<file path="config.mk">
export PLATFORM = sky130hd
export DESIGN_NAME = sdram_bist_flat
export DESIGN_NICKNAME = d
export VERILOG_FILES = /design/src/rtl/sdram_bist_pkg.sv /design/src/rtl/sdram_bist_if.sv /design/src/rtl/sdram_bist_blink.sv /design/src/rtl/sdram_bist.sv /design/src/flat_wrapper.sv
export SDC_FILE = /design/constraint.sdc
export NUM_CORES = 1
export LEC_CHECK = 0
export BUFFER_PORTS_ARGS = -buffer_cell sky130_fd_sc_hd__buf_2
export CAP_MARGIN = 20
export CORE_UTILIZATION = 30
export DETAILED_ROUTE_END_ITERATION = 12
export SLEW_MARGIN = 20
export SYNTH_ARGS = -nofsm -noshare
export SYNTH_HDL_FRONTEND = slang
export SYNTH_SLANG_ARGS = --single-unit
</file>
<file path="constraint.sdc">
create_clock -name clk -period 4.3 [get_ports clk]
set_input_delay 0.43 -clock clk [delete_from_list [all_inputs] [get_ports clk]]
set_output_delay 0.43 -clock clk [all_outputs]
set_load 0.005 [all_outputs]
</file>
<file path="src/rtl/sdram_bist_pkg.sv">
// Shared types for the SDRAM built-in self test: FSM states and pattern mode codes.
package sdram_bist_pkg;
    typedef enum logic [2:0] {S_IDLE, S_WRITE, S_READ, S_CHECK, S_FINISH} state_t;

    localparam logic [1:0] MODE_CONST = 2'd0;
    localparam logic [1:0] MODE_ADDR  = 2'd1;
    localparam logic [1:0] MODE_WALK  = 2'd2;
    localparam logic [1:0] MODE_NADDR = 2'd3;

    localparam logic [7:0] CONST_BYTE = 8'hA5;
endpackage

</file>
<file path="src/rtl/sdram_bist_if.sv">
// Request/acknowledge bus between the BIST engine and an SDRAM controller.
interface sdram_bist_if #(
    parameter int DATA_W = 16,
    parameter int ADDR_W = 22
);
    logic              wr_req;
    logic              rd_req;
    logic [ADDR_W-1:0] addr;
    logic [DATA_W-1:0] wdata;
    logic              wr_ack;
    logic              rd_valid;
    logic [DATA_W-1:0] rdata;

    modport master (output wr_req, rd_req, addr, wdata, input wr_ack, rd_valid, rdata);
    modport slave  (input wr_req, rd_req, addr, wdata, output wr_ack, rd_valid, rdata);
endinterface

</file>
<file path="src/rtl/sdram_bist_blink.sv">
// Free-running toggle used for the pass LED; held cleared while disabled.
module sdram_bist_blink #(
    parameter int PERIOD = 25000000
) (
    input  logic clk,
    input  logic rst,
    input  logic i_en,
    output logic o_tog
);
    localparam int CW = (PERIOD > 1) ? $clog2(PERIOD) : 1;

    logic [CW-1:0] r_cnt;
    logic          r_tog;

    always_ff @(posedge clk) begin
        if (rst || !i_en) begin
            r_cnt <= '0;
            r_tog <= 1'b0;
        end else if (r_cnt == CW'(PERIOD - 1)) begin
            r_cnt <= '0;
            r_tog <= ~r_tog;
        end else begin
            r_cnt <= r_cnt + 1'b1;
        end
    end

    assign o_tog = r_tog;
endmodule

</file>
<file path="src/rtl/sdram_bist.sv">
// Write-then-verify memory test: fills NUM_WORDS with a pattern, reads back, counts mismatches.
module sdram_bist
    import sdram_bist_pkg::*;
#(
    parameter int DATA_W    = 16,
    parameter int ADDR_W    = 22,
    parameter int BASE_ADDR = 0,
    parameter int NUM_WORDS = 256,
    parameter int ERR_W     = 16,
    parameter int BLINK_DIV = 25000000
) (
    input  logic              clk,
    input  logic              rst,
    input  logic              i_start,
    input  logic [1:0]        i_mode,
    input  logic              i_loop_en,
    input  logic              i_stop,
    sdram_bist_if.master      bus,
    output logic              o_busy,
    output logic              o_done,
    output logic              o_pass,
    output logic [ERR_W-1:0]  o_err_count,
    output logic [ADDR_W-1:0] o_first_err_addr,
    output logic              o_led
);
    localparam logic [ADDR_W-1:0] BASE     = ADDR_W'(BASE_ADDR);
    localparam logic [ADDR_W:0]   LAST_IDX = (ADDR_W+1)'(NUM_WORDS - 1);

    function automatic logic [DATA_W-1:0] f_pat(logic [1:0] m, logic [ADDR_W-1:0] a,
                                                 logic [ADDR_W:0] i);
        logic [DATA_W-1:0] p;
        p = '0;
        case (m)
            MODE_CONST: for (int b = 0; b < DATA_W; b++) p[b] = CONST_BYTE[b % 8];
            MODE_ADDR:  p = DATA_W'(a);
            MODE_WALK:  p = DATA_W'(1) << (32'(i) % DATA_W);
            MODE_NADDR: p = ~DATA_W'(a);
        endcase
        return p;
    endfunction

    state_t            r_state;
    logic [1:0]        r_mode;
    logic              r_wr, r_rd, r_busy, r_done, r_pass, r_led, r_stop;
    logic [ADDR_W-1:0] r_addr, r_first;
    logic [ADDR_W:0]   r_idx;
    logic [DATA_W-1:0] r_wdata, r_rdata;
    logic [ERR_W-1:0]  r_err;

    logic [ADDR_W-1:0] w_next_addr;
    logic [ADDR_W:0]   w_next_idx;
    logic              w_last, w_stop, w_mismatch, w_tog;

    // Address wraps naturally at ADDR_W bits; index is one bit wider so NUM_WORDS=2^ADDR_W fits.
    assign w_next_addr = r_addr + 1'b1;
    assign w_next_idx  = r_idx + 1'b1;
    assign w_last      = (r_idx == LAST_IDX);
    assign w_stop      = r_stop | i_stop;
    assign w_mismatch  = (r_rdata != f_pat(r_mode, r_addr, r_idx));

    sdram_bist_blink #(.PERIOD(BLINK_DIV)) u_blink (
        .clk   (clk),
        .rst   (rst),
        .i_en  (r_pass & ~r_busy),
        .o_tog (w_tog)
    );

    always_ff @(posedge clk) begin
        if (rst) begin
            r_state <= S_IDLE;
            r_mode  <= MODE_CONST;
            r_wr    <= 1'b0;
            r_rd    <= 1'b0;
            r_busy  <= 1'b0;
            r_done  <= 1'b0;
            r_pass  <= 1'b0;
            r_led   <= 1'b0;
            r_stop  <= 1'b0;
            r_addr  <= BASE;
            r_first <= '0;
            r_idx   <= '0;
            r_wdata <= '0;
            r_rdata <= '0;
            r_err   <= '0;
        end else begin
            r_done <= 1'b0;
            r_led  <= r_busy | (r_pass & w_tog);
            // Stop is remembered so it takes effect once the open handshake finishes.
            if (r_state != S_IDLE && i_stop) r_stop <= 1'b1;
            case (r_state)
                S_IDLE: if (i_start) begin
                    r_mode  <= i_mode;
                    r_err   <= '0;
                    r_first <= '0;
                    r_addr  <= BASE;
                    r_idx   <= '0;
                    r_wdata <= f_pat(i_mode, BASE, '0);
                    r_wr    <= 1'b1;
                    r_busy  <= 1'b1;
                    r_stop  <= 1'b0;
                    r_state <= S_WRITE;
                end
                S_WRITE: if (bus.wr_ack) begin
                    r_addr <= w_next_addr;
                    r_idx  <= w_next_idx;
                    if (w_stop) begin
                        r_wr    <= 1'b0;
                        r_state <= S_FINISH;
                    end else if (w_last) begin
                        r_wr    <= 1'b0;
                        r_rd    <= 1'b1;
                        r_addr  <= BASE;
                        r_idx   <= '0;
                        r_state <= S_READ;
                    end else begin
                        r_wdata <= f_pat(r_mode, w_next_addr, w_next_idx);
                    end
                end
                S_READ: if (bus.rd_valid) begin
                    r_rdata <= bus.rdata;
                    r_rd    <= 1'b0;
                    r_state <= S_CHECK;
                end
                S_CHECK: begin
                    if (w_mismatch) begin
                        if (r_err != '1) r_err <= r_err + 1'b1;
                        if (r_err == '0) r_first <= r_addr;
                    end
                    if (w_stop || w_last) begin
                        r_state <= S_FINISH;
                    end else begin
                        r_addr  <= w_next_addr;
                        r_idx   <= w_next_idx;
                        r_rd    <= 1'b1;
                        r_state <= S_READ;
                    end
                end
                S_FINISH: begin
                    r_done <= 1'b1;
                    r_pass <= (r_err == '0);
                    r_stop <= 1'b0;
                    if (i_loop_en && !w_stop) begin
                        r_addr  <= BASE;
                        r_idx   <= '0;
                        r_wdata <= f_pat(r_mode, BASE, '0);
                        r_wr    <= 1'b1;
                        r_state <= S_WRITE;
                    end else begin
                        r_busy  <= 1'b0;
                        r_state <= S_IDLE;
                    end
                end
                default: r_state <= S_IDLE;
            endcase
        end
    end

    assign bus.wr_req       = r_wr;
    assign bus.rd_req       = r_rd;
    assign bus.addr         = r_addr;
    assign bus.wdata        = r_wdata;
    assign o_busy           = r_busy;
    assign o_done           = r_done;
    assign o_pass           = r_pass;
    assign o_err_count      = r_err;
    assign o_first_err_addr = r_first;
    assign o_led            = r_led;
endmodule

</file>
<file path="src/flat_wrapper.sv">
// flat-port wrapper written by rule: the top's interface ports become plain ports
module sdram_bist_flat import sdram_bist_pkg::*;
#(
    parameter int DATA_W    = 16,
    parameter int ADDR_W    = 22,
    parameter int BASE_ADDR = 0,
    parameter int NUM_WORDS = 256,
    parameter int ERR_W     = 16,
    parameter int BLINK_DIV = 25000000
)
  (clk, rst, i_start, i_mode, i_loop_en, i_stop, o_busy, o_done, o_pass, o_err_count, o_first_err_addr, o_led, bus_wr_req, bus_rd_req, bus_addr, bus_wdata, bus_wr_ack, bus_rd_valid, bus_rdata);
  sdram_bist_if #(.DATA_W(DATA_W), .ADDR_W(ADDR_W)) bus_i ();
  input  logic clk;
  input  logic rst;
  input  logic i_start;
  input  logic [1:0] i_mode;
  input  logic i_loop_en;
  input  logic i_stop;
  output logic o_busy;
  output logic o_done;
  output logic o_pass;
  output logic [ERR_W-1:0] o_err_count;
  output logic [ADDR_W-1:0] o_first_err_addr;
  output logic o_led;
  output wire logic [$bits(bus_i.wr_req)-1:0] bus_wr_req;
  output wire logic [$bits(bus_i.rd_req)-1:0] bus_rd_req;
  output wire logic [$bits(bus_i.addr)-1:0] bus_addr;
  output wire logic [$bits(bus_i.wdata)-1:0] bus_wdata;
  input wire logic [$bits(bus_i.wr_ack)-1:0] bus_wr_ack;
  input wire logic [$bits(bus_i.rd_valid)-1:0] bus_rd_valid;
  input wire logic [$bits(bus_i.rdata)-1:0] bus_rdata;
  assign bus_wr_req = bus_i.wr_req;
  assign bus_rd_req = bus_i.rd_req;
  assign bus_addr = bus_i.addr;
  assign bus_wdata = bus_i.wdata;
  assign bus_i.wr_ack = bus_wr_ack;
  assign bus_i.rd_valid = bus_rd_valid;
  assign bus_i.rdata = bus_rdata;
  sdram_bist #(.DATA_W(DATA_W), .ADDR_W(ADDR_W), .BASE_ADDR(BASE_ADDR), .NUM_WORDS(NUM_WORDS), .ERR_W(ERR_W), .BLINK_DIV(BLINK_DIV)) u_core (.clk(clk), .rst(rst), .i_start(i_start), .i_mode(i_mode), .i_loop_en(i_loop_en), .i_stop(i_stop), .bus(bus_i), .o_busy(o_busy), .o_done(o_done), .o_pass(o_pass), .o_err_count(o_err_count), .o_first_err_addr(o_first_err_addr), .o_led(o_led));
endmodule
</file>
# Yosys cells after proc, flatten, opt, wreduce, memory -nomap -nowiden
# Cells that the tools add are included.
[totals]
output_inout_bits = 82
reg_bits = 153
[classes]
n_bitwise = 8
n_eq_ne = 27
shift = 2
reduce_logical = 27
addsub = 4
n_mux = 57
[op_table]
columns = ["op", "count"]
rows = [
  ["one-hot mux 16 bit (4 select lines)", 4],
  ["2-to-1 mux 22 bit", 8],
  ["2-to-1 mux 23 bit", 6],
  ["2-to-1 mux 16 bit", 8],
  ["one-hot mux 23 bit (4 select lines)", 1],
  ["one-hot mux 22 bit (4 select lines)", 1],
  ["one-hot mux 16 bit (3 select lines)", 1],
  ["one-hot mux 22 bit (2 select lines)", 1],
  ["inverter 16 bit", 2],
  ["one-hot mux 16 bit (2 select lines)", 1],
  ["left shift 1 x 4 -> 16 bit, first input constant", 2],
  ["adder 25 x 1 -> 25 bit, second input constant", 1],
  ["== test 25 bit, second input constant", 1],
  ["adder 23 x 1 -> 23 bit, second input constant", 1],
  ["== test 23 x 8 -> 1 bit, second input constant", 1],
  ["adder 22 x 1 -> 22 bit, second input constant", 1],
  ["2-to-1 mux 3 bit", 6],
  ["adder 16 x 1 -> 16 bit, second input constant", 1],
  ["zero test 16 bit", 1],
  ["inequality test 16 bit", 1],
  ["inequality test 16 bit, second input constant", 1],
  ["2-to-1 mux 1 bit", 15],
  ["one-hot mux 3 bit (5 select lines)", 1],
  ["inequality test 2 bit, second input constant", 7],
  ["26 further kinds", 52],
]

# Logic depth before layout (Yosys ltp)
# Gate-level depths: netlist (run 1).
[logic_depth]
word_depth = 7
mapped_depth = 14

# Cells and area by module
# Synthesis (run 1) repeated with hierarchy kept, for this count alone.
[hier_totals]
cells_unflattened = 1041
hier_area_um2 = 8306.7
[by_module_without_submodules]
columns = ["module", "seq_area_each_um2", "area_each_um2", "cells_each", "instances"]
rows = [
  ["sdram_bist", 2542.4, 7031.7, 892, 1],
  ["sdram_bist_blink", 520.5, 1275.0, 149, 1],
]

# Worst setup path after synthesis (run 1)
# No wires, ideal clock.
[synth_timing]
path_kind = "register to register"
from = "reg u_core.r_mode[0]"
to = "reg u_core.r_err[0], in the netlist u_core.o_err_count[0]"
period_less_slack_ps = 2755
path_buffers = 2
slack_ps = 1545
arrival_time_ps = 2638
path_stages_with_launch = 13
path_cell_list = "dfxtp_1 > inv_1 > ha_1 > clkbuf_1 > and4bb_1 > or2_0 > or3_1 > o221ai_1 > nand4_1 > or3_1 > buf_6 > nor3b_4 > a22o_1"
[synth_between]
elab_chain_cells = 5
elab_cells_between_ends = 8
classes_between = "5 x eq/ne; 1 x mux; 2 x reduce/logical"
[synth_rtl]
columns = ["element", "line_no", "text"]
rows = [
  ["from (decl)", "sdram_bist.sv:43", "logic [1:0] r_mode;"],
  ["from (signal assigned)", "sdram_bist.sv:92", "r_mode <= i_mode;"],
  ["== test 2 bit (tied with other cells)", "sdram_bist.sv:33", "case (m)"],
  ["one-hot mux 16 bit (4 select lines) *", "sdram_bist.sv:33", ""],
  ["inequality test 16 bit *", "sdram_bist.sv:59", "assign w_mismatch = (r_rdata != f_pat(r_mode, r_addr, r_idx));"],
  ["inequality test 2 x 1 -> 1 bit (no line) *", "--", ""],
  ["AND reduction 4 bit (no line) *", "--", ""],
  ["to (signal assigned)", "sdram_bist.sv:126", "if (r_err != '1) r_err <= r_err + 1'b1;"],
  ["to (decl)", "sdram_bist.sv:48", "logic [ERR_W-1:0] r_err;"],
]
# Every way passes the cells marked *; elsewhere a longest branch is shown, timed or not.
# A chain may end at the register's enable or synchronous reset.

# Worst setup path in the final report (run 1)
[layout_timing]
from = "reg u_core.r_mode[0]"
to = "reg u_core.r_first[17], in the netlist u_core.o_first_err_addr[17]"
[layout_between]
elab_chain_cells = 5
elab_cells_between_ends = 8
classes_between = "5 x eq/ne; 1 x mux; 2 x reduce/logical"
[layout_rtl]
columns = ["element", "line_no", "text"]
rows = [
  ["== test 2 bit (tied with other cells)", "sdram_bist.sv:33", ""],
  ["one-hot mux 16 bit (4 select lines) *", "sdram_bist.sv:33", ""],
  ["inequality test 16 bit *", "sdram_bist.sv:59", ""],
  ["inequality test 2 x 1 -> 1 bit (no line) *", "--", ""],
  ["AND reduction 4 bit (no line) *", "--", ""],
  ["to (signal assigned)", "sdram_bist.sv:127", "if (r_err == '0) r_first <= r_addr;"],
  ["to (decl)", "sdram_bist.sv:45", "logic [ADDR_W-1:0] r_addr, r_first;"],
]
# Marks and branches as above.

==> summary.txt, run 1 <==
DR iter-0 viols - 510
end point of the critical path - u_core.o_first_err_addr[17]
drt wl/cell - 15.9 um
fin nets - 1,150
Post-CTS Hold Buffers - 0
WS Path Type - reg -> reg
Worst slew margin - 0.229
drt total wl - 23.3 mm
Worst-path clk slew - 60 ps
Num CTS Buffers - 17
vias in the first global route - 6,793
Core Box Area - 27,000 um2
n_diodes - 0
PostCTS Resize Cnt - 0
skew final - 8.09 ps
CP Buf/Inv Count - 1
reg-to-reg endpoint - u_core.o_first_err_addr[17]
antenna violations before repair - 0
Initial DRT Pass Iterations - 5
total negative slack - 0 ps
Rows - 60
Fin. Hold Viols - 0
port bufs - 106
# DRC - 0
worst setup path startpoint - u_core.r_mode[0]
number of synthesis warnings - 0
Setup Buffers After CTS - 0
post-synthesis mux area share - 0.0488
clock tree root buffer cell - clkbuf_16
clock buffer depth - 2
depth of the CTS H-tree - 4
Synth cell types - 65
CTS tree - built
FMAX - 0.275 GHz
Hold Crit Class - in -> reg
Hold Path Depth - 3
post-synthesis compound-gate area fraction - 0.132
asr flop ratio synth - 0
xor/xnor share of the synthesized area - 0.0855
Die Area - 28,300 um2
Die W - 168 um
Mapped Avg Cell Area - 7.97 um2
largest net degree at the start of global routing - 67
final hold slack - 249 ps
CP Launch Type - flip-flop
Final Max Slew Viols - 0
adder-cell area share of the yosys netlist - 0.0256
Starting Density - 0.307
Gate Count Post-Synth - 1,042
Critical Path Stages - 10
CTS sink cnt - 153
delay-heaviest family, CP - simple AND/OR/NAND/NOR gates
main combinational cell family by area after synthesis - simple AND/OR/NAND/NOR gates
layout overhead on the synthesized area - 16.5%
Overflow after GRT - 0
Ports - 107
post-synthesis cell area - 8300 um2
Total GRT Usage - 0.166
Setup Viol. Count Final - 0
Max IR drop VDD - 0.000233 V
reg2reg start - u_core.r_mode[0]
first-pass GRT wire length - 37.3 mm
Final Cycle Share - 0.846
via/cell ratio - 5.13
Crit path required time - 4640 ps
GPL Wtd Cong - 0.912
Least-Margin Pin Slew - 1150 ps
Worst Path Arrival - 3980 ps
critical path's largest stage delay - 680 ps
RSZ-0062 raised after global routing - no
EDFF count, synth - 0
vias post-DR - 7,496
Antenna Nets Post-Route - 0
Crit. End Element - flip-flop
Syn Nets - 1,084
Synth Flop Type - dfxtp_1
FF+latch count, synth - 153
Max Cap Viol - 0
Die Height - 168 um
worst reg2reg path depth - 10
layout cells sized above 1 - 0.144
worst skew pair latency - 420 ps
LEAKAGE - 3.62 nW
power per cell area - 361 nW/um2
Crit Path Max Fanout - 22
sequential area share after synthesis - 0.369
FF-to-FF setup slack - 660 ps
status - finished clean
CP cell instances - inv_1 > ha_1 > nand2_1 > o21ai_0 > xor2_1 > o311ai_0 > nand4_1 > or3_1 > nand2_4 > mux2i_1
Slowest cell on crit path - or3_1
Detailed Place HPWL - 16.6 mm
Post-Synth Simple-Gate Area - 0.288
Final min period - 3640 ps
## cell usage after synthesis (all sizes together), types with 2 or more instances
cell | instances | area share
a211o | 3 | 0.0032
nand4b | 4 | 0.0042
nor4 | 12 | 0.0098
xnor2 | 33 | 0.035
o211ai | 12 | 0.011
or2 | 4 | 0.0030
a221o | 3 | 0.0036
o21a | 3 | 0.0027
nor4b | 4 | 0.0042
nor3 | 33 | 0.021
nand3 | 58 | 0.035
a21oi | 72 | 0.043
xor2 | 48 | 0.051
a311oi | 9 | 0.010
nor2 | 128 | 0.058
inv | 31 | 0.014
o2111ai | 6 | 0.0063
nand4 | 21 | 0.016
mux2i | 36 | 0.043
buf | 16 | 0.013
and3 | 15 | 0.011
mux2 | 4 | 0.0054
a21o | 3 | 0.0027
nand2b | 29 | 0.022
a31o | 6 | 0.0063
nor3b | 3 | 0.0041
or3 | 11 | 0.0083
a22oi | 2 | 0.0018
o21ai | 27 | 0.017
nand3b | 25 | 0.023
dfxtp | 153 | 0.37
and4 | 3 | 0.0032
a211oi | 9 | 0.0081
o311ai | 2 | 0.0021
nand2 | 111 | 0.051
o221ai | 2 | 0.0021
ha | 17 | 0.026
nor2b | 9 | 0.0068
a31oi | 4 | 0.0030
o31ai | 3 | 0.0027
clkbuf | 53 | 0.024
and2 | 5 | 0.0038
## power by group
part           switching [mW]  total, mW  leakage, nW  internal, mW
logic                   0.253      0.395         2.09         0.141
registers              0.0397       1.49         1.24          1.45
clock network           0.620       1.60        0.295         0.978
total                   0.913       3.49         3.62          2.57
## cell type report
cell class              instances  area [um2]
fillers                      2839       17400
multi-input cells             789        4820
flip-flops and latches        153        3060
repair buffers                116         621
clock buffers                  19         433
well taps                     341         427
clock inverters                13         191
inverters                      31         116
## stage by stage
stage	utilization	instances	setup slack, ps	cell area [um2]	total power, mW
3_3_place_gp	0.335	1430	765	9040	1.91
6_report	0.358	1462	661	9670	3.49
4_1_cts	0.358	1462	644	9670	3.52
5_1_grt	0.358	1462	364	9670	3.64
2_1_floorplan	-	1042	1540	8300	1.78
3_5_place_dp	0.335	1430	638	9040	1.91
## layout by cell type, fill, tap and decap left out, types with 21 or more instances in the layout
master / synthesis / layout
nand3b_1: 25 / 25
nor3_1: 32 / 32
nand4_1: 21 / 21
a21oi_1: 72 / 72
nand2_1: 110 / 110
nand2b_1: 29 / 29
buf_2: 9 / 105
o21ai_0: 26 / 26
xnor2_1: 33 / 33
inv_1: 31 / 31
xor2_1: 48 / 48
nor2_1: 128 / 128
dfxtp_1: 153 / 153
mux2i_1: 36 / 36
nand3_1: 58 / 58
## tightest hold or removal path: stages
cell and delay [ps]:
buf_2 100, nand2_1 50, a21oi_1 50
## flip-flops by register name (all words and copies together) (netlist names), 2 cells and up
name / flops
u_core.o_err_count: 16
u_core.bus.addr: 22
u_core.o_first_err_addr: 22
u_core.r_rdata: 16
u_core.r_state: 3
u_core.bus.wdata: 16
u_core.r_mode: 2
u_core.r_idx: 23
u_core.u_blink.r_cnt: 25
## logic make-up after synthesis
| family | count (synthesis) |
|---|---|
| compound gates | 172 |
| buf+inv | 100 |
| fa+ha+maj | 17 |
| flops | 153 |
| mux | 40 |
| xor+xnor | 81 |
| simple gates | 479 |
## per-layer routing
layer,routed length (um),global-route usage,vias to the layer above,part of all wire
met5,0,0,-,0
met4,375,0.0478,0,0.016
met3,1060,0.0364,32,0.046
met2,10300,0.252,178,0.44
met1,11500,0.233,3529,0.49
li1,-,-,3757,-
## how the worst min path moves through the flow
| stage | from | to |
|---|---|---|
| final | bus_rdata[12] | u_core.r_rdata[12] |
| after global routing | bus_rdata[5] | u_core.r_rdata[5] |
| after CTS | bus_rdata[7] | u_core.r_rdata[7] |
| after detailed placement | u_core.u_blink.r_cnt[0] | u_core.u_blink.r_cnt[0] |
| after global placement | u_core.u_blink.r_cnt[0] | u_core.u_blink.r_cnt[0] |
| after floorplan | u_core.u_blink.r_cnt[0] | u_core.u_blink.r_cnt[0] |
Note: power is estimated with default switching activity, not from simulation.
==> run 2: changes to the inputs <==
==> constraint.sdc (replaced) <==
create_clock -name clk -period 3.45 [get_ports clk]
set_input_delay 0.345 -clock clk [delete_from_list [all_inputs] [get_ports clk]]
set_output_delay 0.345 -clock clk [all_outputs]
set_load 0.005 [all_outputs]
==> run 2 against run 1 <==
Final area is 0.94% higher. Sequential share of layout area is 0.30 points lower. Largest power group is now registers. Total power is 20% higher.
==> summary.txt, run 2 (synthesis results as in run 1) <==
layout cells sized above 1 - 0.162
Setup Viol. Count Final - 0
Crit Path Max Fanout - 22
worst skew pair latency - 440 ps
post-route setup slack - 242 ps
# DRC - 0
Final min period - 3210 ps
clock tree root buffer cell - clkbuf_16
RSZ-0062 raised after global routing - no
Largest register FFs - 25
Detailed Place HPWL - 17.0 mm
Hold Path Depth - 3
Worst slew margin - 0.563
Overflow after GRT - 0
FMAX - 0.312 GHz
CP Launch Type - flip-flop
Num CTS Buffers - 17
DR iter-0 viols - 555
drt total wl - 23.3 mm
total negative slack - 0 ps
power per cell area - 429 nW/um2
Setup Buffers After CTS - 0
LEAKAGE - 3.71 nW
Design Power - 4.19 mW
Die W - 168 um
Starting Density - 0.307
antenna violations before repair - 0
most common cell after layout, fill and taps aside - dfxtp_1
CP Buf/Inv Count - 1
GPL Wtd Cong - 0.880
status - finished clean
Hold Crit Class - in -> reg
Final Max Slew Viols - 0
Fin. Hold Viols - 0
vias in the first global route - 6,859
critical path's largest stage delay - 500 ps
via/cell ratio - 5.09
WS Path Type - reg -> reg
biggest regs - u_core.u_blink.r_cnt (25), u_core.r_idx (23)
first-pass GRT wire length - 36.9 mm
Final Cycle Share - 0.930
Max IR drop VDD - 0.000369 V
largest net degree at the start of global routing - 77
Rows - 60
Critical Path Stages - 10
skew final - 12.1 ps
depth of the CTS H-tree - 4
layout overhead on the synthesized area - 17.6%
Die Height - 168 um
clock buffer depth - 2
Worst-path clk slew - 70 ps
vias post-DR - 7,551
most frequent cells in the layout - dfxtp_1 (153), nor2_1 (128), nand2_1 (110)
Place WS - 230 ps
n_diodes - 0
Total GRT Usage - 0.165
Crit path required time - 3800 ps
Slowest cell on crit path - or3_1
delay-heaviest family, CP - simple AND/OR/NAND/NOR gates
worst reg2reg path depth - 10
Worst Path Arrival - 3560 ps
port bufs - 106
CTS sink cnt - 153
register with the highest flop count - u_core.u_blink.r_cnt
Max Cap Viol - 0
Initial DRT Pass Iterations - 5
fin nets - 1,171
CTS tree - built
Antenna Nets Post-Route - 0
drt wl/cell - 15.7 um
Ports - 107
Die Area - 28,300 um2
Crit. End Element - flip-flop
Least-Margin Pin Slew - 656 ps
Core Box Area - 27,000 um2
CP cell instances - inv_1 > ha_1 > mux2_2 > a31o_2 > o21a_1 > o311ai_1 > nand4_1 > or3_1 > nand2_4 > mux2i_1
==> run 2: cell types whose count changed in the layout (fill, tap and decap cells not counted), moves of 3 or more <==
cell / previous run / this run
clkbuf_8: 0 / 3
bufinv_16: 4 / 0
inv_6: 3 / 6
buf_4: 10 / 32
==> run 2: per-layer routing <==
metal / global-route usage / up-vias / part of all wire
met3: 0.0350 / 44 / 0.051
li1: - / 3809 / -
met2: 0.248 / 191 / 0.43
met5: 0 / - / 0
met1: 0.226 / 3507 / 0.48
met4: 0.0711 / 0 / 0.031
==> run 2: repair_timing <==
| action | in CTS | in global routing |
|---|---|---|
| hold endpoints to repair | 0 | 0 |
| endpoints found under the setup margin | 0 | 16 |
| resized for setup | 0 | 1 |
| hold buffers | 0 | 0 |
==> run 2: through the flow <==
stage                     hold WS [ps]  area, um2  utilization  std cells
after CTS                          136       9760        0.361       1483
after detailed placement           455       9190        0.340       1451
after global routing               138       9760        0.361       1483
after floorplan                    426       8300            -       1042
final                              146       9760        0.361       1483
after global placement             443       9190        0.340       1451
==> run 2: area by class of cell <==
class / instances / area, um2
fillers: 2809 / 17300
multi-input cells: 789 / 4820
flip-flops and latches: 153 / 3060
repair buffers: 137 / 766
clock buffers: 20 / 467
well taps: 341 / 427
inverters: 31 / 116
clock inverters: 12 / 101
==> run 2: power by group <==
part / total (mW) / switching (mW) / internal [mW]
Sequential: 1.85 / 0.0390 / 1.81
Combinational: 0.518 / 0.332 / 0.186
Clock: 1.82 / 0.822 / 1.00
==> run 2: worst min-delay path: stages <==
cell and delay (ps):
buf_2 90, nand2_1 50, a21oi_1 50
==> run 2: final timing paths <==
| path | start | end | slack, ps |
|---|---|---|---|
| worst min-delay path | bus_rdata[8] | u_core.r_rdata[8] | 150 |
| worst max register to register | u_core.r_mode[1] | u_core.o_first_err_addr[3] | 240 |
| worst max-delay path | u_core.r_mode[1] | u_core.o_first_err_addr[3] | 240 |
| worst min register to register | u_core.u_blink.r_cnt[0] | u_core.u_blink.r_cnt[0] | 470 |
